## src/rtl/hv_rac_arb_if.sv

```systemverilog
// hv_rac_arb_if: requester and rac-side bundle for the hv rac port arbiter.
`timescale 1ns/1ps
interface hv_rac_arb_if #(
    parameter int unsigned NUM_REQ   = 3,
    parameter int unsigned REG_AW    = 7,
    parameter int unsigned REG_DW    = 8,
    parameter int unsigned REG_CRC_W = 8
);
    localparam int unsigned IDW = (NUM_REQ > 1) ? $clog2(NUM_REQ) : 1;

    logic [NUM_REQ-1:0]        i_req;
    logic [NUM_REQ-1:0]        i_wr;
    logic [NUM_REQ*REG_AW-1:0] i_addr;
    logic [NUM_REQ*REG_DW-1:0] i_wdata;
    logic [NUM_REQ-1:0]        o_ack;
    logic [NUM_REQ-1:0]        o_tmo_err;
    logic [REG_DW-1:0]         o_rdata;
    logic [REG_CRC_W-1:0]      o_rcrc;
    logic                      o_busy;
    logic [IDW-1:0]            o_gnt_id;
    logic                      o_rac_rd_req;
    logic                      o_rac_wr_req;
    logic [REG_AW-1:0]         o_rac_addr;
    logic [REG_DW-1:0]         o_rac_wdata;
    logic                      i_rac_ack;
    logic [REG_DW-1:0]         i_rac_rdata;
    logic [REG_CRC_W-1:0]      i_rac_crc;

    // Arbiter view
    modport slave (
        input  i_req, i_wr, i_addr, i_wdata, i_rac_ack, i_rac_rdata, i_rac_crc,
        output o_ack, o_tmo_err, o_rdata, o_rcrc, o_busy, o_gnt_id,
               o_rac_rd_req, o_rac_wr_req, o_rac_addr, o_rac_wdata
    );

    // Requesters plus rac view
    modport master (
        output i_req, i_wr, i_addr, i_wdata, i_rac_ack, i_rac_rdata, i_rac_crc,
        input  o_ack, o_tmo_err, o_rdata, o_rcrc, o_busy, o_gnt_id,
               o_rac_rd_req, o_rac_wr_req, o_rac_addr, o_rac_wdata
    );
endinterface

```

## src/rtl/hv_rac_arb.sv

```systemverilog
// hv_rac_arb: grants one of NUM_REQ requesters the single hv rac port, runs the
// access until rac ack or ack timeout, and returns rdata/crc to the winner.
// Optional macro HV_RAC_ARB_RR_EN selects round-robin arbitration; without it
// the lowest requesting index wins.
`timescale 1ns/1ps
module hv_rac_arb #(
    parameter int unsigned NUM_REQ    = 3,
    parameter int unsigned REG_AW     = 7,
    parameter int unsigned REG_DW     = 8,
    parameter int unsigned REG_CRC_W  = 8,
    parameter int unsigned ACK_TMO_TH = 16,
    parameter int unsigned TMO_CNT_W  = 5
) (
    input logic         i_clk,
    input logic         i_rst,
    hv_rac_arb_if.slave bus
);
    localparam int unsigned IDW = (NUM_REQ > 1) ? $clog2(NUM_REQ) : 1;

    localparam logic [1:0] ST_IDLE = 2'd0;
    localparam logic [1:0] ST_WAIT = 2'd1;
    localparam logic [1:0] ST_RESP = 2'd2;

    logic [1:0]           state, state_nxt;
    logic [TMO_CNT_W-1:0] cnt, cnt_nxt;
    logic [NUM_REQ-1:0]   ack_q, ack_nxt;
    logic [NUM_REQ-1:0]   tmo_q, tmo_nxt;
    logic [REG_DW-1:0]    rdata_q, rdata_nxt;
    logic [REG_CRC_W-1:0] rcrc_q, rcrc_nxt;
    logic                 busy_q, busy_nxt;
    logic [IDW-1:0]       gnt_q, gnt_nxt;
    logic                 rd_q, rd_nxt;
    logic                 wr_q, wr_nxt;
    logic [REG_AW-1:0]    addr_q, addr_nxt;
    logic [REG_DW-1:0]    wdata_q, wdata_nxt;

    logic                 win_vld;
    logic [IDW-1:0]       win_id;
    logic                 sel_wr;
    logic [REG_AW-1:0]    sel_addr;
    logic [REG_DW-1:0]    sel_wdata;
    logic [NUM_REQ-1:0]   gnt_onehot;

`ifdef HV_RAC_ARB_RR_EN
    logic [IDW-1:0]       ptr, ptr_nxt;

    // Round-robin winner: search starts one past the last grantee
    always_comb begin
        int unsigned idx;
        win_vld = 1'b0;
        win_id  = '0;
        idx     = 0;
        for (int unsigned off = 1; off <= NUM_REQ; off++) begin
            idx = 32'(ptr) + off;
            if (idx >= NUM_REQ) idx = idx - NUM_REQ;
            if (!win_vld && bus.i_req[IDW'(idx)]) begin
                win_vld = 1'b1;
                win_id  = IDW'(idx);
            end
        end
    end
`else
    // Fixed-priority winner: lowest requesting index
    always_comb begin
        win_vld = 1'b0;
        win_id  = '0;
        for (int unsigned k = 0; k < NUM_REQ; k++) begin
            if (!win_vld && bus.i_req[k]) begin
                win_vld = 1'b1;
                win_id  = IDW'(k);
            end
        end
    end
`endif

    // Pick the winner's command fields out of the packed request buses
    always_comb begin
        sel_wr    = 1'b0;
        sel_addr  = '0;
        sel_wdata = '0;
        for (int unsigned k = 0; k < NUM_REQ; k++) begin
            if (win_id == IDW'(k)) begin
                sel_wr    = bus.i_wr[k];
                sel_addr  = bus.i_addr[k*REG_AW +: REG_AW];
                sel_wdata = bus.i_wdata[k*REG_DW +: REG_DW];
            end
        end
    end

    assign gnt_onehot = NUM_REQ'(1) << gnt_q;

    // Next state and next registered outputs
    always_comb begin
        state_nxt = state;
        cnt_nxt   = cnt;
        ack_nxt   = '0;
        tmo_nxt   = '0;
        rdata_nxt = rdata_q;
        rcrc_nxt  = rcrc_q;
        busy_nxt  = busy_q;
        gnt_nxt   = gnt_q;
        rd_nxt    = rd_q;
        wr_nxt    = wr_q;
        addr_nxt  = addr_q;
        wdata_nxt = wdata_q;
`ifdef HV_RAC_ARB_RR_EN
        ptr_nxt   = ptr;
`endif
        case (state)
            ST_IDLE: begin
                if (win_vld) begin
                    state_nxt = ST_WAIT;
                    cnt_nxt   = '0;
                    busy_nxt  = 1'b1;
                    gnt_nxt   = win_id;
                    rd_nxt    = ~sel_wr;
                    wr_nxt    = sel_wr;
                    addr_nxt  = sel_addr;
                    wdata_nxt = sel_wdata;
`ifdef HV_RAC_ARB_RR_EN
                    ptr_nxt   = win_id;
`endif
                end
            end
            ST_WAIT: begin
                // A real ack beats a timeout decided in the same cycle
                if (bus.i_rac_ack) begin
                    state_nxt = ST_RESP;
                    rd_nxt    = 1'b0;
                    wr_nxt    = 1'b0;
                    rdata_nxt = bus.i_rac_rdata;
                    rcrc_nxt  = bus.i_rac_crc;
                    ack_nxt   = gnt_onehot;
                end else if (cnt == TMO_CNT_W'(ACK_TMO_TH - 1)) begin
                    state_nxt = ST_RESP;
                    rd_nxt    = 1'b0;
                    wr_nxt    = 1'b0;
                    rdata_nxt = '0;
                    rcrc_nxt  = '0;
                    ack_nxt   = gnt_onehot;
                    tmo_nxt   = gnt_onehot;
                end else begin
                    cnt_nxt   = cnt + TMO_CNT_W'(1);
                end
            end
            ST_RESP: begin
                state_nxt = ST_IDLE;
                cnt_nxt   = '0;
                busy_nxt  = 1'b0;
                rdata_nxt = '0;
                rcrc_nxt  = '0;
            end
            default: begin
                state_nxt = ST_IDLE;
                cnt_nxt   = '0;
                busy_nxt  = 1'b0;
                rd_nxt    = 1'b0;
                wr_nxt    = 1'b0;
            end
        endcase
    end

    // State and output registers, synchronous reset
    always_ff @(posedge i_clk) begin
        if (i_rst) begin
            state   <= ST_IDLE;
            cnt     <= '0;
            ack_q   <= '0;
            tmo_q   <= '0;
            rdata_q <= '0;
            rcrc_q  <= '0;
            busy_q  <= 1'b0;
            gnt_q   <= '0;
            rd_q    <= 1'b0;
            wr_q    <= 1'b0;
            addr_q  <= '0;
            wdata_q <= '0;
`ifdef HV_RAC_ARB_RR_EN
            ptr     <= IDW'(NUM_REQ - 1);
`endif
        end else begin
            state   <= state_nxt;
            cnt     <= cnt_nxt;
            ack_q   <= ack_nxt;
            tmo_q   <= tmo_nxt;
            rdata_q <= rdata_nxt;
            rcrc_q  <= rcrc_nxt;
            busy_q  <= busy_nxt;
            gnt_q   <= gnt_nxt;
            rd_q    <= rd_nxt;
            wr_q    <= wr_nxt;
            addr_q  <= addr_nxt;
            wdata_q <= wdata_nxt;
`ifdef HV_RAC_ARB_RR_EN
            ptr     <= ptr_nxt;
`endif
        end
    end

    assign bus.o_ack        = ack_q;
    assign bus.o_tmo_err    = tmo_q;
    assign bus.o_rdata      = rdata_q;
    assign bus.o_rcrc       = rcrc_q;
    assign bus.o_busy       = busy_q;
    assign bus.o_gnt_id     = gnt_q;
    assign bus.o_rac_rd_req = rd_q;
    assign bus.o_rac_wr_req = wr_q;
    assign bus.o_rac_addr   = addr_q;
    assign bus.o_rac_wdata  = wdata_q;
endmodule

```

## src/flat_wrapper.sv

```systemverilog
// flat-port wrapper written by rule: the top's interface ports become plain ports
module hv_rac_arb_flat 
#(
    parameter int unsigned NUM_REQ    = 3,
    parameter int unsigned REG_AW     = 7,
    parameter int unsigned REG_DW     = 8,
    parameter int unsigned REG_CRC_W  = 8,
    parameter int unsigned ACK_TMO_TH = 16,
    parameter int unsigned TMO_CNT_W  = 5
)
  (i_clk, i_rst, bus_i_req, bus_i_wr, bus_i_addr, bus_i_wdata, bus_i_rac_ack, bus_i_rac_rdata, bus_i_rac_crc, bus_o_ack, bus_o_tmo_err, bus_o_rdata, bus_o_rcrc, bus_o_busy, bus_o_gnt_id, bus_o_rac_rd_req, bus_o_rac_wr_req, bus_o_rac_addr, bus_o_rac_wdata);
  hv_rac_arb_if #(.NUM_REQ(NUM_REQ), .REG_AW(REG_AW), .REG_DW(REG_DW), .REG_CRC_W(REG_CRC_W)) bus_i ();
  input logic i_clk;
  input logic i_rst;
  input wire logic [$bits(bus_i.i_req)-1:0] bus_i_req;
  input wire logic [$bits(bus_i.i_wr)-1:0] bus_i_wr;
  input wire logic [$bits(bus_i.i_addr)-1:0] bus_i_addr;
  input wire logic [$bits(bus_i.i_wdata)-1:0] bus_i_wdata;
  input wire logic [$bits(bus_i.i_rac_ack)-1:0] bus_i_rac_ack;
  input wire logic [$bits(bus_i.i_rac_rdata)-1:0] bus_i_rac_rdata;
  input wire logic [$bits(bus_i.i_rac_crc)-1:0] bus_i_rac_crc;
  output wire logic [$bits(bus_i.o_ack)-1:0] bus_o_ack;
  output wire logic [$bits(bus_i.o_tmo_err)-1:0] bus_o_tmo_err;
  output wire logic [$bits(bus_i.o_rdata)-1:0] bus_o_rdata;
  output wire logic [$bits(bus_i.o_rcrc)-1:0] bus_o_rcrc;
  output wire logic [$bits(bus_i.o_busy)-1:0] bus_o_busy;
  output wire logic [$bits(bus_i.o_gnt_id)-1:0] bus_o_gnt_id;
  output wire logic [$bits(bus_i.o_rac_rd_req)-1:0] bus_o_rac_rd_req;
  output wire logic [$bits(bus_i.o_rac_wr_req)-1:0] bus_o_rac_wr_req;
  output wire logic [$bits(bus_i.o_rac_addr)-1:0] bus_o_rac_addr;
  output wire logic [$bits(bus_i.o_rac_wdata)-1:0] bus_o_rac_wdata;
  assign bus_i.i_req = bus_i_req;
  assign bus_i.i_wr = bus_i_wr;
  assign bus_i.i_addr = bus_i_addr;
  assign bus_i.i_wdata = bus_i_wdata;
  assign bus_i.i_rac_ack = bus_i_rac_ack;
  assign bus_i.i_rac_rdata = bus_i_rac_rdata;
  assign bus_i.i_rac_crc = bus_i_rac_crc;
  assign bus_o_ack = bus_i.o_ack;
  assign bus_o_tmo_err = bus_i.o_tmo_err;
  assign bus_o_rdata = bus_i.o_rdata;
  assign bus_o_rcrc = bus_i.o_rcrc;
  assign bus_o_busy = bus_i.o_busy;
  assign bus_o_gnt_id = bus_i.o_gnt_id;
  assign bus_o_rac_rd_req = bus_i.o_rac_rd_req;
  assign bus_o_rac_wr_req = bus_i.o_rac_wr_req;
  assign bus_o_rac_addr = bus_i.o_rac_addr;
  assign bus_o_rac_wdata = bus_i.o_rac_wdata;
  hv_rac_arb #(.NUM_REQ(NUM_REQ), .REG_AW(REG_AW), .REG_DW(REG_DW), .REG_CRC_W(REG_CRC_W), .ACK_TMO_TH(ACK_TMO_TH), .TMO_CNT_W(TMO_CNT_W)) u_core (.i_clk(i_clk), .i_rst(i_rst), .bus(bus_i));
endmodule
```

## config.mk

```make
export PLATFORM = sky130hd
export DESIGN_NAME = hv_rac_arb_flat
export DESIGN_NICKNAME = d
export VERILOG_FILES = /design/src/rtl/hv_rac_arb_if.sv /design/src/rtl/hv_rac_arb.sv /design/src/flat_wrapper.sv
export SDC_FILE = /design/constraint.sdc
export NUM_CORES = 1
export LEC_CHECK = 0
export ABC_AREA = 0
export CAP_MARGIN = 25
export CORE_ASPECT_RATIO = 1.75
export CORE_MARGIN = 4
export CORE_UTILIZATION = 43
export DETAILED_ROUTE_END_ITERATION = 16
export GPL_TIMING_DRIVEN = 0
export PLACE_DENSITY = 0.87
export REMOVE_ABC_BUFFERS = 1
export SETUP_SLACK_MARGIN = 0.2
export SLEW_MARGIN = 20
export SYNTH_ARGS = -nofsm -noshare
export SYNTH_HDL_FRONTEND = slang
export SYNTH_SLANG_ARGS = --single-unit
```

## constraint.sdc

```tcl
create_clock -name i_clk -period 5.15 [get_ports i_clk]
set_input_delay 1.03 -clock i_clk [delete_from_list [all_inputs] [get_ports i_clk]]
set_output_delay 1.03 -clock i_clk [all_outputs]
set_load 0.05 [all_outputs]
```

==> metrics, run 1 <==
Finish-stage setup viols=0; wire length per cell=14.8 um; library cells used by synthesis=39; Post-Route Skew=5.96 ps; Global Route Usage Sum=0.180; Synth Register Bits=49; ratio of final minimum period to clock period=0.553; Mapped Area=2280 um^2; hpwl dp=4710 um; reg2reg setup slack=3060 ps; RePlAce Congestion=0.785; # rows=34; pwr/cell area=297 nW/um^2; antenna-violating nets left=0; die area=6570 um^2; Critical Path RT=5390 ps; first-pass GRT wire length=9530 um; Peak Freq=0.351 GHz; CP Launch Point=bus_i_req[1]; later-pin clock latency in the skew report=300 ps; min cycle time layout=2850 ps; initial antenna violation count=0; routed via count=2166; core area=5060 um^2; Iteration-0 DRC Markers=103; prevailing post-synth register cell=dfxtp_1; vias in the first global route=2101; Total Neg Setup Slack=0 ps; data arrival time of the worst path=3090 ps; number of diodes=0; Post-Route WL=6000 um; DRT Pass-1 Iters=4; H-tree depth=2; worst setup path endpoint=u_core.bus.o_rac_rd_req; Critical Path Start Type=input pin; fin. max-slew vios=0; IO Port Bufs=111; Hold Path Class=reg -> reg; syn_area_per_cell=9.22 um^2; Die Ht=104 um; I/O pins=112; CTS tree=done; Cells after DPL=397; Worst path slowest cell=clkdlybuf4s50_1; Slew @ Worst Pin=937 ps; Max Root-Sink Buffers=2; Area growth, synth to finish=52.0%; CTS Buf Count=5; Util after Layout=0.684; RR Endpoint=u_core.bus.o_rac_rd_req; peak fanout along the critical path=10; number of synthesized flops with an enable pin=0; post-CTS sizing=0; die width=63.0 um; Setup Crit Path Kind=in -> reg; Worst Setup End Kind=register; asr flop ratio synth=0; Worst slew margin=0.374; Initial Util=0.450; DRC Markers=0; NumNets Final=426; largest net degree at the start of global routing=31; Design Power=1.03 mW; root buffer cell=clkbuf_8; sequential element share of the synthesized area=0.431; RR Startpoint=u_core.cnt[0]; Clock Sinks=49; Worst VDD drop=0.000192 V; hold_buf cts=0; leak pwr=1.24 nW; crit-path cells=clkdlybuf4s50_1, nor2b_2, buf_8, mux2_4, mux2i_1, a32o_1; Final Hold Viols=0; r2r worst-path depth=6; slowest cell delay on critical path=600 ps; status=complete, no violations; RSZ-0062 raised after global routing=false; proportion of layout cells with a drive suffix above 1=0.0570; GRT overflow=0; average vias per placed instance=5.35; synth warn=0; post-CTS setup buffer count=0; post-synthesis instance total=247; max cap viols=0; final non-filler cell total=405; Reg clk slew, reported paths=90 ps
## Yosys cell counts (all sizes together) (2+ instances only)
cell    number  area share
dfxtp       49        0.43
nand2       35       0.061
a21oi       22       0.048
o21ai       21       0.046
mux2i       16       0.070
nand4b      16       0.062
a22o        15       0.058
nor2        15       0.026
clkbuf       9       0.015
buf          8       0.032
ha           6       0.033
nor3         5       0.011
nand2b       4       0.011
a22oi        3      0.0099
inv          3      0.0049
nand3b       2      0.0066
nor2b        2      0.0066
nor3b        2       0.012
## cells by family (layout without fill, tap and decap cells)
| family | count (synthesis) | in the layout | share of synthesized area |
|---|---|---|---|
| AND/OR/NAND/NOR | 89 | 89 | 0.225 |
| AO/OA/AOI/OAI | 66 | 66 | 0.182 |
| flip-flops | 49 | 49 | 0.431 |
| buffers and inverters | 20 | 124 | 0.0522 |
| multiplexers | 17 | 17 | 0.0769 |
| adder cells (fa/ha/maj) | 6 | 6 | 0.0330 |
## flip-flops by register name, summed over array words and instances, names as in the netlist, 2 cells and up
signal / count
u_core.bus.o_rac_wdata: 8
u_core.bus.o_rcrc: 8
u_core.bus.o_rdata: 8
u_core.bus.o_rac_addr: 7
u_core.cnt: 5
u_core.bus.o_ack: 3
u_core.bus.o_tmo_err: 3
u_core.bus.o_gnt_id: 2
u_core.state: 2
## where the power goes
group / internal (mW) / switching [mW] / total [mW]
combinational: 0.155 / 0.222 / 0.377
clock: 0.0957 / 0.122 / 0.217
sequential: 0.414 / 0.0194 / 0.433
total: 0.665 / 0.363 / 1.03
## per-stage QoR
step                setup slack [ps]  hold slack (ps)  area (um^2)
CTS                             2230              456         3470
floorplan                       2710              457         2170
finish                          2300              453         3460
global placement                1760              437         3350
global route                    2210              471         3460
detailed placement              1930              444         3380
## layout make-up
type                            instances  area [um^2]
Clock buffer                            6         72.6
Clock inverter                          2         15.0
Fill cell                             406         1600
Inverter                                3         11.3
Multi-Input combinational cell        178         1180
Sequential cell                        49          981
Tap cell                               54         67.6
Timing Repair Buffer                  113         1140
## worst min-delay path by stage
stage / startpoint / to / cells past startpoint
2_1_floorplan: u_core.cnt[4] / u_core.cnt[4] / 2
3_3_place_gp: u_core.bus.o_rcrc[0] / u_core.bus.o_rcrc[0] / 2
3_5_place_dp: u_core.bus.o_rdata[2] / u_core.bus.o_rdata[2] / 2
4_1_cts: u_core.bus.o_rdata[2] / u_core.bus.o_rdata[2] / 2
5_1_grt: u_core.bus.o_rdata[2] / u_core.bus.o_rdata[2] / 2
6_report: u_core.bus.o_rcrc[7] / u_core.bus.o_rcrc[7] / 2
## placed cells by master, fill, tap and decap left out, types with 2 or more instances in the layout
cell             synthesis  routed
buf_8                    0       2
clkbuf_8                 0       5
nor3_1                   5       5
o21ai_1                 16      16
nor2_1                  14      14
nand2_1                 34      34
ha_1                     6       6
o21ai_0                  5       5
clkdlybuf4s50_1          0     110
a21oi_1                 22      22
clkinvlp_4               0       2
nand2b_1                 4       4
a22oi_1                  3       3
inv_1                    3       3
nand3b_1                 2       2
a22o_1                  15      15
mux2i_1                 16      16
nand4b_1                16      16
dfxtp_1                 49      49
## worst max-delay path: cells and delay by family
kind	cells	cell delay [ps]
mux	2	500
simple gates	1	540
compound gates	1	190
buf+inv	2	840
## layer usage
layer	up-vias	share of wire	track usage
met5	-	0	0
met2	87	0.55	0.361
met1	980	0.37	0.173
met4	0	0.011	0.0521
li1	1092	-	-
met3	7	0.066	0.0443
(Power assumes the default switching activity.)
==> inputs of run 2 (changes only) <==
--- a/config.mk
+++ b/config.mk
@@ -9,10 +9,10 @@
 export CAP_MARGIN = 25
 export CORE_ASPECT_RATIO = 1.75
 export CORE_MARGIN = 4
-export CORE_UTILIZATION = 43
+export CORE_UTILIZATION = 36
 export DETAILED_ROUTE_END_ITERATION = 16
 export GPL_TIMING_DRIVEN = 0
-export PLACE_DENSITY = 0.87
+export PLACE_DENSITY = 0.78
 export REMOVE_ABC_BUFFERS = 1
 export SETUP_SLACK_MARGIN = 0.2
 export SLEW_MARGIN = 20
==> constraint.sdc (replaced) <==
create_clock -name i_clk -period 2.55 [get_ports i_clk]
set_input_delay 0.51 -clock i_clk [delete_from_list [all_inputs] [get_ports i_clk]]
set_output_delay 0.51 -clock i_clk [all_outputs]
set_load 0.05 [all_outputs]
==> run 2 against run 1 <==
Hold slack improved by 0.51 ps. Largest power group unchanged. Wire length up 2.4%. Sequential power rose by 100%. Sequential share of layout area decreased by 0.21 points. Worst setup slack worse by 2000 ps. Clock-buffer cell count fell by 1. Combinational power increased by 100%. Largest cell class unchanged. Clock power up 110%.
==> metrics, run 2 (same netlist as run 1, synthesis figures left out) <==
data arrival time of the worst path=2500 ps (-590 ps); root buffer cell=clkbuf_8; RSZ-0062 raised after global routing=false; status=complete, no violations; peak fanout along the critical path=17 (+7); global routing usage on met1=0.146 (-0.0267); routed via count=2150 (-0.74%); pwr/cell area=602 nW/um^2 (+100%); RePlAce Congestion=0.835 (+6.4%); core area=6180 um^2 (+22%); DRT Pass-1 Iters=4 (unchanged); Reg clk slew, reported paths=90 ps (about the same); Total Neg Setup Slack=0 ps (unchanged); hold_sp=u_core.bus.o_rdata[4]; hold_buf cts=0 (unchanged); first-pass GRT wire length=9340 um (-2.0%); Worst Setup End Kind=register; average vias per placed instance=5.00 (-6.5%); proportion of layout cells with a drive suffix above 1=0.0571 (+0.000163); largest net degree at the start of global routing=31 (unchanged); DRC Markers=0 (unchanged); ratio of final minimum period to clock period=0.882; Global Route Usage Sum=0.156 (-0.0241); NumNets Final=425 (-0.23%); Critical Path RT=2800 ps (-2590 ps); GRT busiest layer=met2; fin. max-slew vios=0 (unchanged); delay-heaviest family, CP=simple AND/OR/NAND/NOR gates; Die Ht=113 um (+8.6%); Cells after DPL=422 (+6.3%); CTS Buf Count=5 (unchanged); Worst slew margin=0.372 (-0.00234); vias in the first global route=1978 (-5.9%); CP Buf/Inv Count=1 (-1); Post-Route Skew=5.31 ps (-0.649 ps); later-pin clock latency in the skew report=310 ps (about the same); met3 track demand over resource=0.0457 (+0.00136); die area=7710 um^2 (+17%); FILL cells=557 (+37%); final non-filler cell total=430 (+6.2%); CP Launch Point=bus_i_req[1]; crit-path cells=clkdlybuf4s50_1, nor2b_4, mux2_4, mux2i_1, a32o_1; Hold Path Class=reg -> reg; Finish-stage setup viols=0 (unchanged); Peak Freq=0.445 GHz; # rows=38 (+12%); H-tree depth=2 (unchanged); RR Startpoint=u_core.cnt[0]; GRT overflow=0 (unchanged); Final Hold Viols=0 (unchanged); Setup Crit Path Kind=in -> reg; slowest cell delay on critical path=630 ps (+30 ps); Worst VDD drop=0.000281 V (+46%); Slew @ Worst Pin=940 ps (+3.51 ps); Initial Util=0.368 (-0.0814); Max Root-Sink Buffers=2 (unchanged); IO Port Bufs=111 (unchanged); Critical Path Start Type=input pin; most common cell after layout, fill and taps aside=clkdlybuf4s50_1; antenna-violating nets left=0 (unchanged); hpwl dp=4600 um (-2.5%); Iteration-0 DRC Markers=118 (+15%); die width=68.1 um (+8.1%); number of diodes=0 (unchanged); wire length per cell=14.3 um (-3.5%); max cap viols=0 (unchanged); CTS tree=done; min cycle time layout=2250 ps; Post-Route WL=6140 um (+2.4%); Worst path slowest cell=nor2b_4; initial antenna violation count=0 (unchanged); met2 GRT Util=0.296 (-0.0649); leak pwr=1.24 nW (+0.29%); most frequent cells in the layout=110 x clkdlybuf4s50_1, 49 x dfxtp_1, 34 x nand2_1; I/O pins=112 (unchanged); Area growth, synth to finish=53.1%; Clock Sinks=49 (unchanged)
==> run 2: where the power goes <==
group | total, mW | switching [mW] | internal, mW
clock network | 0.460 | 0.265 | 0.195
registers | 0.874 | 0.0380 | 0.836
logic | 0.766 | 0.453 | 0.312
==> run 2: per-layer routing <==
layer	share of wire	wire [um]
met1	0.36	2190
met2	0.53	3270
met3	0.091	561
met4	0.020	122
met5	0	0
==> run 2: final timing paths <==
path / endpoint / slack, ps / cells after the start
max: u_core.bus.o_rac_rd_req / 300 / 5
min: u_core.bus.o_rdata[4] / 450 / 2
max reg2reg: u_core.bus.o_rac_rd_req / 490 / 6
min reg2reg: u_core.bus.o_rdata[4] / 450 / 2
==> run 2: per-stage QoR <==
step	hold WS (ps)	area, um^2	worst slack [ps]	power, mW	util
after floorplan	457	2170	631	1.34	-
after global placement	438	3380	-385	1.65	0.547
after detailed placement	442	3400	-185	1.66	0.550
after CTS	455	3490	284	2.13	0.565
after global routing	472	3490	205	2.21	0.564
final	453	3490	302	2.10	0.564
==> run 2: worst min-delay path, delay by kind of cell (launching register included) <==
family	cells	cell delay, ps
flops	1	320
simple gates	1	50
compound gates	1	50
==> run 2: final cells by class <==
cell class,instances,area [um^2],share of cell area
multi-input combinational,178,1190,0.341
timing repair buffer,112,1120,0.320
sequential,49,981,0.281
tap,80,100,0.0287
clock buffer,5,68.8,0.0197
clock inverter,3,21.3,0.00610
inverter,3,11.3,0.00323
==> run 2: what timing repair did <==
action,CTS,global route
setup buffers,0,0
resized for setup,1,0
endpoints found under the setup margin,17,0
